<file path="src/rtl/mips_pkg.sv">
// Shared types and constants for the MIPS boot path.
// Holds the loader FSM state encoding and the stream framing constant.
package mips_pkg;

    typedef enum logic [2:0] {
        LEN_LO,
        LEN_HI,
        DATA,
        WRITE,
        DONE
    } loader_state_t;

    localparam int BYTES_PER_WORD = 4;

endpackage

</file>
<file path="src/rtl/byte_packer.sv">
// Little-endian byte-to-word assembler.
// The first byte shifted in ends up in bits [7:0] after a full word.
module byte_packer
    import mips_pkg::*;
#(
    parameter int DATA_W = 32
) (
    input  logic              clk,
    input  logic              reset,
    input  logic              shift,
    input  logic              clr,
    input  logic [7:0]        byte_in,
    output logic [DATA_W-1:0] word_out,
    output logic              word_full
);

    logic [7:0] lane_reg [BYTES_PER_WORD];
    logic [1:0] byte_cnt_reg;

    // Each lane takes its upper neighbour; the top lane takes the new byte.
    always_ff @(posedge clk or negedge reset) begin
        if (!reset) begin
            for (int i = 0; i < BYTES_PER_WORD; i++) begin
                lane_reg[i] <= 8'h00;
            end
            byte_cnt_reg <= 2'd0;
        end else if (clr) begin
            for (int i = 0; i < BYTES_PER_WORD; i++) begin
                lane_reg[i] <= 8'h00;
            end
            byte_cnt_reg <= 2'd0;
        end else if (shift) begin
            for (int i = 0; i < BYTES_PER_WORD - 1; i++) begin
                lane_reg[i] <= lane_reg[i+1];
            end
            lane_reg[BYTES_PER_WORD-1] <= byte_in;
            byte_cnt_reg               <= byte_cnt_reg + 2'd1;
        end
    end

    genvar gi;
    generate
        for (gi = 0; gi < BYTES_PER_WORD; gi++) begin : g_lane
            assign word_out[gi*8 +: 8] = lane_reg[gi];
        end
    endgenerate

    assign word_full = shift && (byte_cnt_reg == 2'(BYTES_PER_WORD - 1));

endmodule

</file>
<file path="src/rtl/imem_boot_loader.sv">
// Boot loader: parses a length-prefixed byte image, writes it into
// instruction memory and holds the MIPS core in reset until it is loaded.
module imem_boot_loader
    import mips_pkg::*;
#(
    parameter int ADDR_W = 6,
    parameter int DATA_W = 32,
    parameter int LEN_W  = 16
) (
    input  logic              clk,
    input  logic              reset,
    input  logic [7:0]        in_data,
    input  logic              in_valid,
    output logic              in_ready,
    input  logic              start,
    output logic              imem_we,
    output logic [ADDR_W-1:0] imem_addr,
    output logic [DATA_W-1:0] imem_wdata,
    output logic              cpu_reset,
    output logic              done,
    output logic              err
);

    localparam logic [LEN_W-1:0] MEM_DEPTH = LEN_W'(1 << ADDR_W);

    loader_state_t     state_reg, state_next;
    logic [LEN_W-1:0]  len_reg, len_next;
    logic [LEN_W-1:0]  word_cnt_reg, word_cnt_next;
    logic              err_reg, err_next;
    logic              cpu_reset_reg;
    logic              done_reg;

    logic              accept;
    logic              pack_shift;
    logic              pack_clr;
    logic [DATA_W-1:0] word_out;
    logic              word_full;
    logic [LEN_W-1:0]  len_full;

    assign in_ready   = (state_reg == LEN_LO) || (state_reg == LEN_HI) || (state_reg == DATA);
    assign accept     = in_valid && in_ready;
    assign pack_shift = accept && (state_reg == DATA);
    assign len_full   = LEN_W'({in_data, len_reg[7:0]});

    byte_packer #(
        .DATA_W (DATA_W)
    ) u_packer (
        .clk       (clk),
        .reset     (reset),
        .shift     (pack_shift),
        .clr       (pack_clr),
        .byte_in   (in_data),
        .word_out  (word_out),
        .word_full (word_full)
    );

    always_comb begin
        state_next    = state_reg;
        len_next      = len_reg;
        word_cnt_next = word_cnt_reg;
        err_next      = err_reg;
        pack_clr      = 1'b0;
        case (state_reg)
            LEN_LO: begin
                if (accept) begin
                    len_next[7:0] = in_data;
                    state_next    = LEN_HI;
                end
            end
            LEN_HI: begin
                if (accept) begin
                    len_next = len_full;
                    if (len_full == '0) begin
                        state_next = DONE;
                    end else begin
                        // Oversized images are still consumed so the stream stays framed.
                        if (len_full > MEM_DEPTH) begin
                            err_next = 1'b1;
                        end
                        state_next = DATA;
                    end
                end
            end
            DATA: begin
                if (word_full) begin
                    state_next = WRITE;
                end
            end
            WRITE: begin
                if (word_cnt_reg == len_reg - LEN_W'(1)) begin
                    state_next = DONE;
                end else begin
                    word_cnt_next = word_cnt_reg + LEN_W'(1);
                    state_next    = DATA;
                end
            end
            DONE: begin
                if (start) begin
                    state_next    = LEN_LO;
                    err_next      = 1'b0;
                    word_cnt_next = '0;
                    pack_clr      = 1'b1;
                end
            end
            default: state_next = LEN_LO;
        endcase
    end

    always_ff @(posedge clk or negedge reset) begin
        if (!reset) begin
            state_reg    <= LEN_LO;
            len_reg      <= '0;
            word_cnt_reg <= '0;
            err_reg      <= 1'b0;
        end else begin
            state_reg    <= state_next;
            len_reg      <= len_next;
            word_cnt_reg <= word_cnt_next;
            err_reg      <= err_next;
        end
    end

    // Core release lags DONE by one cycle so the final write settles first.
    always_ff @(posedge clk or negedge reset) begin
        if (!reset) begin
            cpu_reset_reg <= 1'b1;
            done_reg      <= 1'b0;
        end else begin
            cpu_reset_reg <= (state_reg != DONE);
            done_reg      <= (state_reg == DONE);
        end
    end

    assign imem_we    = (state_reg == WRITE) && (word_cnt_reg < MEM_DEPTH);
    assign imem_addr  = word_cnt_reg[ADDR_W-1:0];
    assign imem_wdata = word_out;
    assign cpu_reset  = cpu_reset_reg;
    assign done       = done_reg;
    assign err        = err_reg;

endmodule

</file>
<file path="config.mk">
export PLATFORM = sky130hd
export DESIGN_NAME = imem_boot_loader
export DESIGN_NICKNAME = d
export VERILOG_FILES = /design/src/rtl/mips_pkg.sv /design/src/rtl/byte_packer.sv /design/src/rtl/imem_boot_loader.sv
export SDC_FILE = /design/constraint.sdc
export NUM_CORES = 1
export LEC_CHECK = 0
export ABC_AREA = 1
export BUFFER_PORTS_ARGS = -buffer_cell sky130_fd_sc_hd__buf_2
export CORE_MARGIN = 2
export CORE_UTILIZATION = 50
export DETAILED_ROUTE_END_ITERATION = 7
export PLACE_DENSITY = 0.71
export SLEW_MARGIN = 20
export SYNTH_ARGS = -nofsm -noshare
export SYNTH_HDL_FRONTEND = slang
export SYNTH_SLANG_ARGS = --single-unit
export TNS_END_PERCENT = 1
</file>
<file path="constraint.sdc">
create_clock -name clk -period 2.1 [get_ports clk]
set_input_delay 0.315 -clock clk [delete_from_list [all_inputs] [get_ports clk]]
set_output_delay 0.315 -clock clk [all_outputs]
set_load 0.01 [all_outputs]
</file>
## Word level (Yosys, flattened, before mapping)

Cells that the tools add are included.
Widths: inputs -> output; s select.

- Flip-flop bits (word level): 72
- Input port bits: 12
- Output and inout bits: 43
- Word-level logic and storage cells: 71

- Add/subtract/negate cells: 3
- Order comparisons: 2
- Equal/unequal tests: 14
- Mux-type cells: 23
- Bitwise logic cells: 1
- Reduce and logical (&&, ||, !) cells: 16

Operator list:

| cell | count |
|---|---|
| $mux 32 | 2 |
| $mux 16 | 2 |
| $pmux 16 s2 | 1 |
| $mux 3 | 6 |
| $add 16x1->16 const B | 1 |
| $eq 16x16->1 | 1 |
| $gt 16x7->1 const B | 1 |
| $logic_not 16->1 | 1 |
| $lt 16x7->1 const B | 1 |
| $pmux 8 s2 | 1 |
| $sub 16x1->16 const B | 1 |
| $pmux 3 s5 | 1 |
| $ne 2x2->1 const B | 5 |
| $mux 8 | 1 |
| $eq 3x2->1 const B | 2 |
| $mux 1 | 6 |
| $reduce_and 3->1 | 2 |
| $reduce_bool 2->1 | 3 |
| $reduce_and 5->1 | 1 |
| $logic_and 1x1->1 | 4 |
| $mux 2 | 2 |
| $ne 2x1->1 const B | 2 |
| $reduce_and 4->1 | 1 |
| $eq 3x1->1 const B | 1 |
| 9 further kinds | 10 |

## Depth between registers and ports, before layout

Gate-level depths: netlist of run 1.

- Depth after elaboration: 8
- Depth in mapped cells: 18
- Gate-level depth less buffers: 17

## Hierarchy

Synthesis of run 1 repeated with hierarchy kept, for this count alone.

- Cell total of the unflattened synthesis: 579
- Area, all modules: 4,259.1 um^2

Modules (own cells, without submodules):

| module | times used | cells an instance | area an instance (um^2) | seq. area each (um^2) |
|---|---|---|---|---|
| imem_boot_loader | 1 | 427 | 2,770.2 | 952.2 |
| byte_packer | 1 | 152 | 1,488.9 | 850.8 |

## Worst setup path after synthesis of run 1

OpenSTA, ideal clock, no wires.

- Path type: reg2reg
- From: register len_reg[0]
- To: register word_cnt_reg[8]
- Setup time: 0.117 ns
- Arrival time: 1.818 ns
- Required time: 1.983 ns
- Setup slack: 0.165 ns
- Cell stages (with the launch flop): 19
- Path buffers: 1
- Clock period less this slack: 1.935 ns
- Cells stage by stage: dfrtp_1 inv_2 ha_1 inv_1 nand2_1 nand2_1 nand2_1 nand2_1 nor2_1 nand2_1 nor2_1 nand2_1 nor2_2 nand2_2 nand2_4 nand2_4 buf_6 nand2_1 nand2_1

- Cells in the longest elaborated chain, start to end: 4

RTL lines:

| element | line | text |
|---|---|---|
| start, declared | imem_boot_loader.sv:27 | `logic [LEN_W-1:0] len_reg, len_next;` |
| start signal, assigned | imem_boot_loader.sv:117 | `len_reg <= len_next;` |
| $sub 16x1->16 | imem_boot_loader.sv:90 | `if (word_cnt_reg == len_reg - LEN_W'(1)) begin` |
| $eq 16x16->1 | imem_boot_loader.sv:90 |  |
| $ne 2x2->1 (no source line) | - |  |
| $reduce_and 3->1 (no source line) | - |  |
| end signal, assigned | imem_boot_loader.sv:118 | `word_cnt_reg <= word_cnt_next;` |
| end, declared | imem_boot_loader.sv:28 | `logic [LEN_W-1:0] word_cnt_reg, word_cnt_next;` |

Every way passes these cells.
A chain may end at the register's enable or synchronous reset.

## Final worst setup path of run 1

- From: register len_reg[1]
- To: register word_cnt_reg[12]

The elaborated chain is that of the path after synthesis.

==> results of run 1 <==
==> synthesized netlist by cell type <==
cell type and instances:
sky130_fd_sc_hd__nand2_1 139, sky130_fd_sc_hd__inv_1 78, sky130_fd_sc_hd__dfrtp_1 71, sky130_fd_sc_hd__nand3_1 49, sky130_fd_sc_hd__nor2_1 49, sky130_fd_sc_hd__o21ai_0 28
sky130_fd_sc_hd__o22ai_1 24, sky130_fd_sc_hd__xor2_1 18, sky130_fd_sc_hd__clkbuf_1 10, sky130_fd_sc_hd__nor3_1 8, sky130_fd_sc_hd__buf_4 6, sky130_fd_sc_hd__nand2_2 6
sky130_fd_sc_hd__nor4_1 6, sky130_fd_sc_hd__inv_2 5, sky130_fd_sc_hd__nand4_1 5, sky130_fd_sc_hd__nor2_2 5, sky130_fd_sc_hd__a21oi_1 4, sky130_fd_sc_hd__buf_2 3
sky130_fd_sc_hd__ha_1 3, sky130_fd_sc_hd__nand2_4 3, sky130_fd_sc_hd__nor2_4 3, sky130_fd_sc_hd__xnor2_1 3, sky130_fd_sc_hd__buf_6 2, sky130_fd_sc_hd__clkbuf_2 2
sky130_fd_sc_hd__nand3b_1 2, sky130_fd_sc_hd__o21ai_1 2, sky130_fd_sc_hd__clkinv_1 1, sky130_fd_sc_hd__dfstp_2 1, sky130_fd_sc_hd__nor2_8 1, sky130_fd_sc_hd__nor3_2 1
sky130_fd_sc_hd__o2111ai_1 1, sky130_fd_sc_hd__or2_2 1
==> final cells by class <==
cell class,instances,area share [%]
multi-input cells,363,39.6
clock buffers,9,2.61
clock inverters,6,1.29
inverters,84,6.65
flip-flops and latches,72,38.0
well taps,102,2.69
repair buffers,72,9.08
==> logic make-up after synthesis <==
kind of cell	count (synthesis)	share of synthesized area [%]
buffers and inverters	107	11.0
DFF	72	44.6
xor gates and xnor gates	21	4.55
adders and majority gates	3	0.928
and+or+nand+nor	278	30.8
AOI/OAI and AO/OA	59	8.13
==> report_power, final <==
part / total (mW) / internal (mW) / switching [mW] / leakage [nW]
clock: 1.06 / 0.537 / 0.528 / 0.0948
combinational: 3.00 / 1.15 / 1.85 / 1.52
sequential: 2.32 / 1.87 / 0.445 / 0.920
==> metal layers <==
| layer | track usage, % | vias up | wire (um) |
|---|---|---|---|
| met4 | 9.54 | 0 | 201 |
| met5 | 0 | - | 0 |
| li1 | - | 1833 | - |
| met3 | 5.06 | 18 | 473 |
| met1 | 31.1 | 1735 | 4510 |
| met2 | 39.9 | 99 | 4870 |
==> path summary, 6_finish.rpt <==
check / from / endpoint / slack, ps / cells past startpoint
min: start / state_reg[2] / 240 / 4
max in group asynchronous: reset / len_reg[2] / 1260 / 3
min reg2reg: u_packer.word_out[5] / u_packer.word_out[5] / 510 / 2
max reg2reg: len_reg[1] / word_cnt_reg[12] / 50 / 15
max: len_reg[1] / word_cnt_reg[12] / 50 / 15
min in group asynchronous: reset / word_cnt_reg[2] / 480 / 3
==> critical path, cell delays in order (launching register included) <==
cell and delay [ps]:
sky130_fd_sc_hd__dfrtp_1 390, sky130_fd_sc_hd__buf_4 150, sky130_fd_sc_hd__nor2_2 80, sky130_fd_sc_hd__nand2_2 130, sky130_fd_sc_hd__nor2_4 140, sky130_fd_sc_hd__nand2_1 80, sky130_fd_sc_hd__nand3_1 100, sky130_fd_sc_hd__nand2_1 70
sky130_fd_sc_hd__nor2_1 100, sky130_fd_sc_hd__nand2_1 80, sky130_fd_sc_hd__nor2_2 120, sky130_fd_sc_hd__nand2_2 130, sky130_fd_sc_hd__nand2_8 130, sky130_fd_sc_hd__buf_6 130, sky130_fd_sc_hd__nand3_1 70, sky130_fd_sc_hd__nand2_1 70
==> what timing repair did <==
item,in CTS,in global routing
hold endpoints to repair,62,0
hold buffers,1,0
endpoints found under the setup margin,0,18
gates resized for setup,0,16
buffers inserted,0,2
==> per-stage QoR <==
stage                     hold WS [ps]  std cells  utilization, %
final                              236        708            61.1
after global routing               258        708            61.1
after CTS                          231        704            59.7
after detailed placement           359        688            57.2
after global placement             352        688            57.2
after floorplan                   19.4        540               -
==> summary.txt, run 1 <==
Run status
  – Run status: finished, final reports clean

Logic synthesis
  – Cell variety after synth: 32
  – Post-synthesis cell type with the largest combined area: sky130_fd_sc_hd__dfrtp_1
  – Synth Register Bits: 72
  – Sequential-to-total area share from yosys stat: 44.6%
  – Area share of the largest cell type after synthesis: 43.9%
  – Post-synthesis average cell area: 7.49 um^2
  – Yosys synthesis warning count: 0
  – Area of the mapped netlist: 0.00405 mm^2
  – Post-Synthesis Net Count: 555
  – Cells taking the most area after synthesis: sky130_fd_sc_hd__dfrtp_1 44%, sky130_fd_sc_hd__nand2_1 13%, sky130_fd_sc_hd__inv_1 7.2%, sky130_fd_sc_hd__nand3_1 6.1%, sky130_fd_sc_hd__nor2_1 4.5%
  – Post-synthesis instance total: 540

Clock tree
  – Clock Sinks: 72
  – CTS tree: built
  – Deepest level of the CTS H-tree: 3
  – Clock tree root buffer cell: sky130_fd_sc_hd__clkbuf_8
  – Clk Latency, worst-skew pair: 360 ps
  – Clock transition at the register clock pins on the worst setup and hold paths after CTS: 80 ps
  – Maximum number of buffers from clock root to sink: 2
  – Num CTS Buffers: 9

Global route
  – Number of global-route vias before repair: 3,540
  – Pin count of the biggest net entering global routing: 73
  – Global-route wire length before repair: 16,600 um
  – Antenna violations before repair: 0
  – Total gr overflow: 0
  – GRT Resource Usage Total: 24.2%

Drt
  – DRT antenna net count: 0
  – Starting DRT DRC Count: 220
  – Vias per cell: 5.20
  – Drt pass-1 iters: 4
  – DR DRC count: 0
  – Vias after detailed routing: 3,685
  – Routed wire per std cell: 14.2 um
  – Sum of routed wire length over all layers: 10,100 um

Final layout
  – Leading cell type in the layout, fill and taps excluded: sky130_fd_sc_hd__nand2_1
  – Filler Cells Inserted: 721
  – Max reg flops: 32
  – Proportion of layout cells with a drive suffix above 1: 20.6%
  – Final non-filler cell area: 0.00474 mm^2
  – Total area of multi-input combinational cells: 0.00188 mm^2
  – Commonest cells after routing, fill and taps aside: 137 x sky130_fd_sc_hd__nand2_1, 76 x sky130_fd_sc_hd__inv_1, 70 x sky130_fd_sc_hd__dfrtp_1, 53 x sky130_fd_sc_hd__buf_2, 48 x sky130_fd_sc_hd__nor2_1
  – Number of nets at the end of the flow: 617
  – Synth-to-Final Area Change: 17.2%
  – Sequential Area: 0.00180 mm^2
  – Antenna diode count: 0

Pwr
  – Power density over cell area: 1340 mW/mm^2
  – Leakage component of the power: 2.54 nW
  – Peak ir drop on the vdd network: 0.770 mV
  – PnR Total Power: 6.38 mW

Setup path
  – Launching element type of the critical path: register
  – CP Class: reg -> reg
  – Highest net fanout along the worst path: 6
  – CP Data Arrival Time: 2350 ps
  – Endpoint type of the worst setup path: register
  – Data required time at the worst endpoint: 2390 ps

STA
  – Fin Setup TNS: 0 ps
  – Shortest clock period the worst path allows after layout: 2050 ps
  – Max Fclk: 487 MHz
  – Clock tree skew after final layout: 10.8 ps
  – Period Utilization, post-route: 97.8%
  – Setup-violating endpoint count in the final report: 0
  – RSZ-0062 raised after global routing: yes
  – Hold violation total from the final report: 0
  – Max-slew headroom at the worst pin: 62.3%
  – Final WS setup: 45.2 ps
  – Final Slew Violations: 0
  – Worst Max-Slew Pin Slew: 560 ps

Placed design
  – Weighted congestion reported at the end of routability-driven placement: 0.866
  – Port Buffers: 54
  – Placed Instance Area: 0.00444 mm^2
  – Half-perimeter wire length after detailed placement: 7310 um
  – Post-Place Setup Slack: 68.4 ps

Floorplanning
  – Die width: 94.0 um
  – Placeable core region: 0.00777 mm^2
  – Boundary pin count: 55
  – Die area: 0.00883 mm^2
  – Overall die height: 94.0 um
  – Starting density of the core: 52.1%
  – FP Rows: 32

Hold path
  – Type of the most critical hold path: in -> reg

Run
  – Maximum Capacitance Violations: 0
Power figures use the tool's default switching activity.
==> run 2: changes to the inputs <==
--- a/config.mk
+++ b/config.mk
@@ -11,6 +11,7 @@
 export CORE_UTILIZATION = 50
 export DETAILED_ROUTE_END_ITERATION = 7
 export PLACE_DENSITY = 0.71
+export SETUP_SLACK_MARGIN = 0.4
 export SLEW_MARGIN = 20
 export SYNTH_ARGS = -nofsm -noshare
 export SYNTH_HDL_FRONTEND = slang
==> run 2 against run 1 <==
Utilization grew 1.6 points. Worst hold slack improved by 9.9 ps. Routed wire length rose by 3.8%. Combinational power rose by 7.0%. Final area grew 2.6%. Worst setup slack better by 79 ps. First-iteration DRC count shrank 28%. Clock power increased by 8%. Critical endpoint is now word_cnt_reg[6].
==> summary.txt, run 2 (synthesis results as in run 1) <==
Final layout
  – Finished Core Util: 62.6%
  – Leading cell type in the layout, fill and taps excluded: sky130_fd_sc_hd__nand2_1
  – Commonest cells after routing, fill and taps aside: 135 x sky130_fd_sc_hd__nand2_1, 76 x sky130_fd_sc_hd__inv_1, 67 x sky130_fd_sc_hd__dfrtp_1, 53 x sky130_fd_sc_hd__buf_2, 49 x sky130_fd_sc_hd__nand3_1
  – Filler Cells Inserted: 711
  – Synth-to-Final Area Change: 20.3%
  – Proportion of layout cells with a drive suffix above 1: 23.3%
  – Number of nets at the end of the flow: 631
  – Final non-filler cell area: 0.00487 mm^2
  – Max reg flops: 32
  – Antenna diode count: 0

Clock tree
  – Num CTS Buffers: 9
  – Clock transition at the register clock pins on the worst setup and hold paths after CTS: 80 ps
  – Clock Sinks: 72
  – Clock tree root buffer cell: sky130_fd_sc_hd__clkbuf_8
  – Maximum number of buffers from clock root to sink: 2
  – CTS tree: built
  – Deepest level of the CTS H-tree: 3
  – Clk Latency, worst-skew pair: 350 ps

Setup path
  – Register-to-register setup slack: 120 ps
  – Cell at the slowest stage of the critical path: sky130_fd_sc_hd__dfrtp_1
  – CP Class: reg -> reg
  – Count of buffer and inverter cells on the critical path: 2
  – Data required time at the worst endpoint: 2340 ps
  – Peak per-stage delay on the critical path: 370 ps
  – Highest net fanout along the worst path: 14
  – Startpoint of the worst register-to-register path: len_reg[1]
  – Reg2Reg Depth: 17
  – Launching element type of the critical path: register
  – Cells along the critical path: inv_2 -> ha_4 -> inv_2 -> nand2_1 -> nand2_1 -> nor2_1 -> nand2_1 -> nor2_1 -> nand2_1 -> nor2_1 -> nand2_1 -> nor2_2 -> nand2_2 -> nand2_4 -> nand2_8 -> nand2_2 -> nand2_1
  – RR Endpoint: word_cnt_reg[6]
  – CP Data Arrival Time: 2220 ps
  – Cell occurring most often along the worst timing path: sky130_fd_sc_hd__nand2_1
  – Kind of cell adding the most delay to the critical path: simple AND/OR/NAND/NOR gates
  – Endpoint type of the worst setup path: register

Pwr
  – PnR Total Power: 6.67 mW
  – Power density over cell area: 1370 mW/mm^2
  – Peak ir drop on the vdd network: 0.873 mV
  – Leakage component of the power: 2.62 nW

STA
  – Worst Max-Slew Pin Slew: 544 ps
  – Clock tree skew after final layout: 14.6 ps
  – Final Slew Violations: 0
  – Shortest clock period the worst path allows after layout: 1980 ps
  – Setup-violating endpoint count in the final report: 0
  – Max-slew headroom at the worst pin: 63.4%
  – Max Fclk: 506 MHz
  – Worst hold slack across all endpoints: 246 ps
  – Period Utilization, post-route: 94.1%
  – RSZ-0062 raised after global routing: yes
  – Hold violation total from the final report: 0

Drt
  – DR DRC count: 0
  – Starting DRT DRC Count: 159
  – Sum of routed wire length over all layers: 10,400 um
  – Vias after detailed routing: 3,738
  – Routed wire per std cell: 14.4 um
  – Drt pass-1 iters: 5
  – Vias per cell: 5.17
  – DRT antenna net count: 0

Global route
  – Number of global-route vias before repair: 3,587
  – GRT Resource Usage Total: 25.1%
  – Antenna violations before repair: 0
  – Pin count of the biggest net entering global routing: 39
  – Met2 routing resource usage after global routing: 42.6%
  – Global-route wire length before repair: 17,100 um
  – Peak-usage layer in the global routing report: met2
  – Met1 GRT Util: 31.3%
  – Met3 Usage GRT: 6.58%
  – Total gr overflow: 0

Hold path
  – Type of the most critical hold path: in -> reg
  – Endpoint of the worst hold path: state_reg[2]
  – Launch point of the worst hold path: start
  – Depth of the worst hold-timing path: 4

Placed design
  – Weighted congestion reported at the end of routability-driven placement: 0.937
  – Half-perimeter wire length after detailed placement: 7550 um
  – Port Buffers: 54
  – Placed Instance Area: 0.00446 mm^2

Floorplanning
  – FP Rows: 32
  – Placeable core region: 0.00777 mm^2
  – Die width: 94.0 um
  – Overall die height: 94.0 um
  – Starting density of the core: 52.1%
  – Die area: 0.00883 mm^2
  – Boundary pin count: 55

Run status
  – Run status: finished, final reports clean

Run
  – Maximum Capacitance Violations: 0
==> run 2: cell types whose count changed in the layout (fill, tap and decap cells not counted), sizes merged <==
cell | before | now
buf | 71 | 87
clkinvlp | 1 | 0
inv | 83 | 84
nand2 | 150 | 148
clkbuf | 9 | 10
==> run 2: how the worst max path moves through the flow <==
stage,start,cells past startpoint,endpoint
final,len_reg[1],17,word_cnt_reg[6]
after global routing,word_cnt_reg[11],5,imem_we
after CTS,word_cnt_reg[11],5,imem_we
after detailed placement,len_reg[0],17,word_cnt_reg[15]
after global placement,len_reg[6],12,word_cnt_reg[3]
after floorplan,len_reg[0],18,word_cnt_reg[8]
==> run 2: report_power, final <==
| group | switching (mW) | internal [mW] | leakage (nW) |
|---|---|---|---|
| Sequential | 0.432 | 1.88 | 0.916 |
| Clock | 0.566 | 0.586 | 0.107 |
| Combinational | 1.92 | 1.28 | 1.60 |
==> run 2: worst min-delay path, stage by stage <==
cell	delay, ps
sky130_fd_sc_hd__buf_2	80
sky130_fd_sc_hd__inv_1	40
sky130_fd_sc_hd__nand2_1	70
sky130_fd_sc_hd__nand2_1	50
==> run 2: area by class of cell <==
class / instances / area [um^2] / share of cell area, %
Clock inverter: 6 / 66.3 / 1.36
Timing Repair Buffer: 88 / 547 / 11.2
Tap cell: 102 / 128 / 2.62
Inverter: 84 / 315 / 6.48
Clock buffer: 10 / 138 / 2.83
Multi-Input combinational cell: 361 / 1860 / 38.3
Sequential cell: 72 / 1810 / 37.2
==> run 2: metal layers <==
| metal | part of all wire, % | vias to the layer above |
|---|---|---|
| li1 | - | 1858 |
| met1 | 44 | 1750 |
| met2 | 48 | 113 |
| met3 | 5.8 | 17 |
| met4 | 1.7 | 0 |
| met5 | 0 | - |
==> run 2: metrics by stage <==
stage	instances	setup slack (ps)	TNS, ps
after floorplan	540	211	0
after global placement	690	88.1	0
after detailed placement	690	26.6	0
after CTS	721	146	0
after global routing	723	-68.9	-849
final	723	124	0
==> run 2: what timing repair did <==
action                                  4_1_cts  5_1_grt
pin swaps                                     6        4
buffers inserted                             14        2
hold buffers                                  1        0
endpoints found under the setup margin       19       54
endpoints found under the hold margin        34        0
gates resized for setup                      12        7
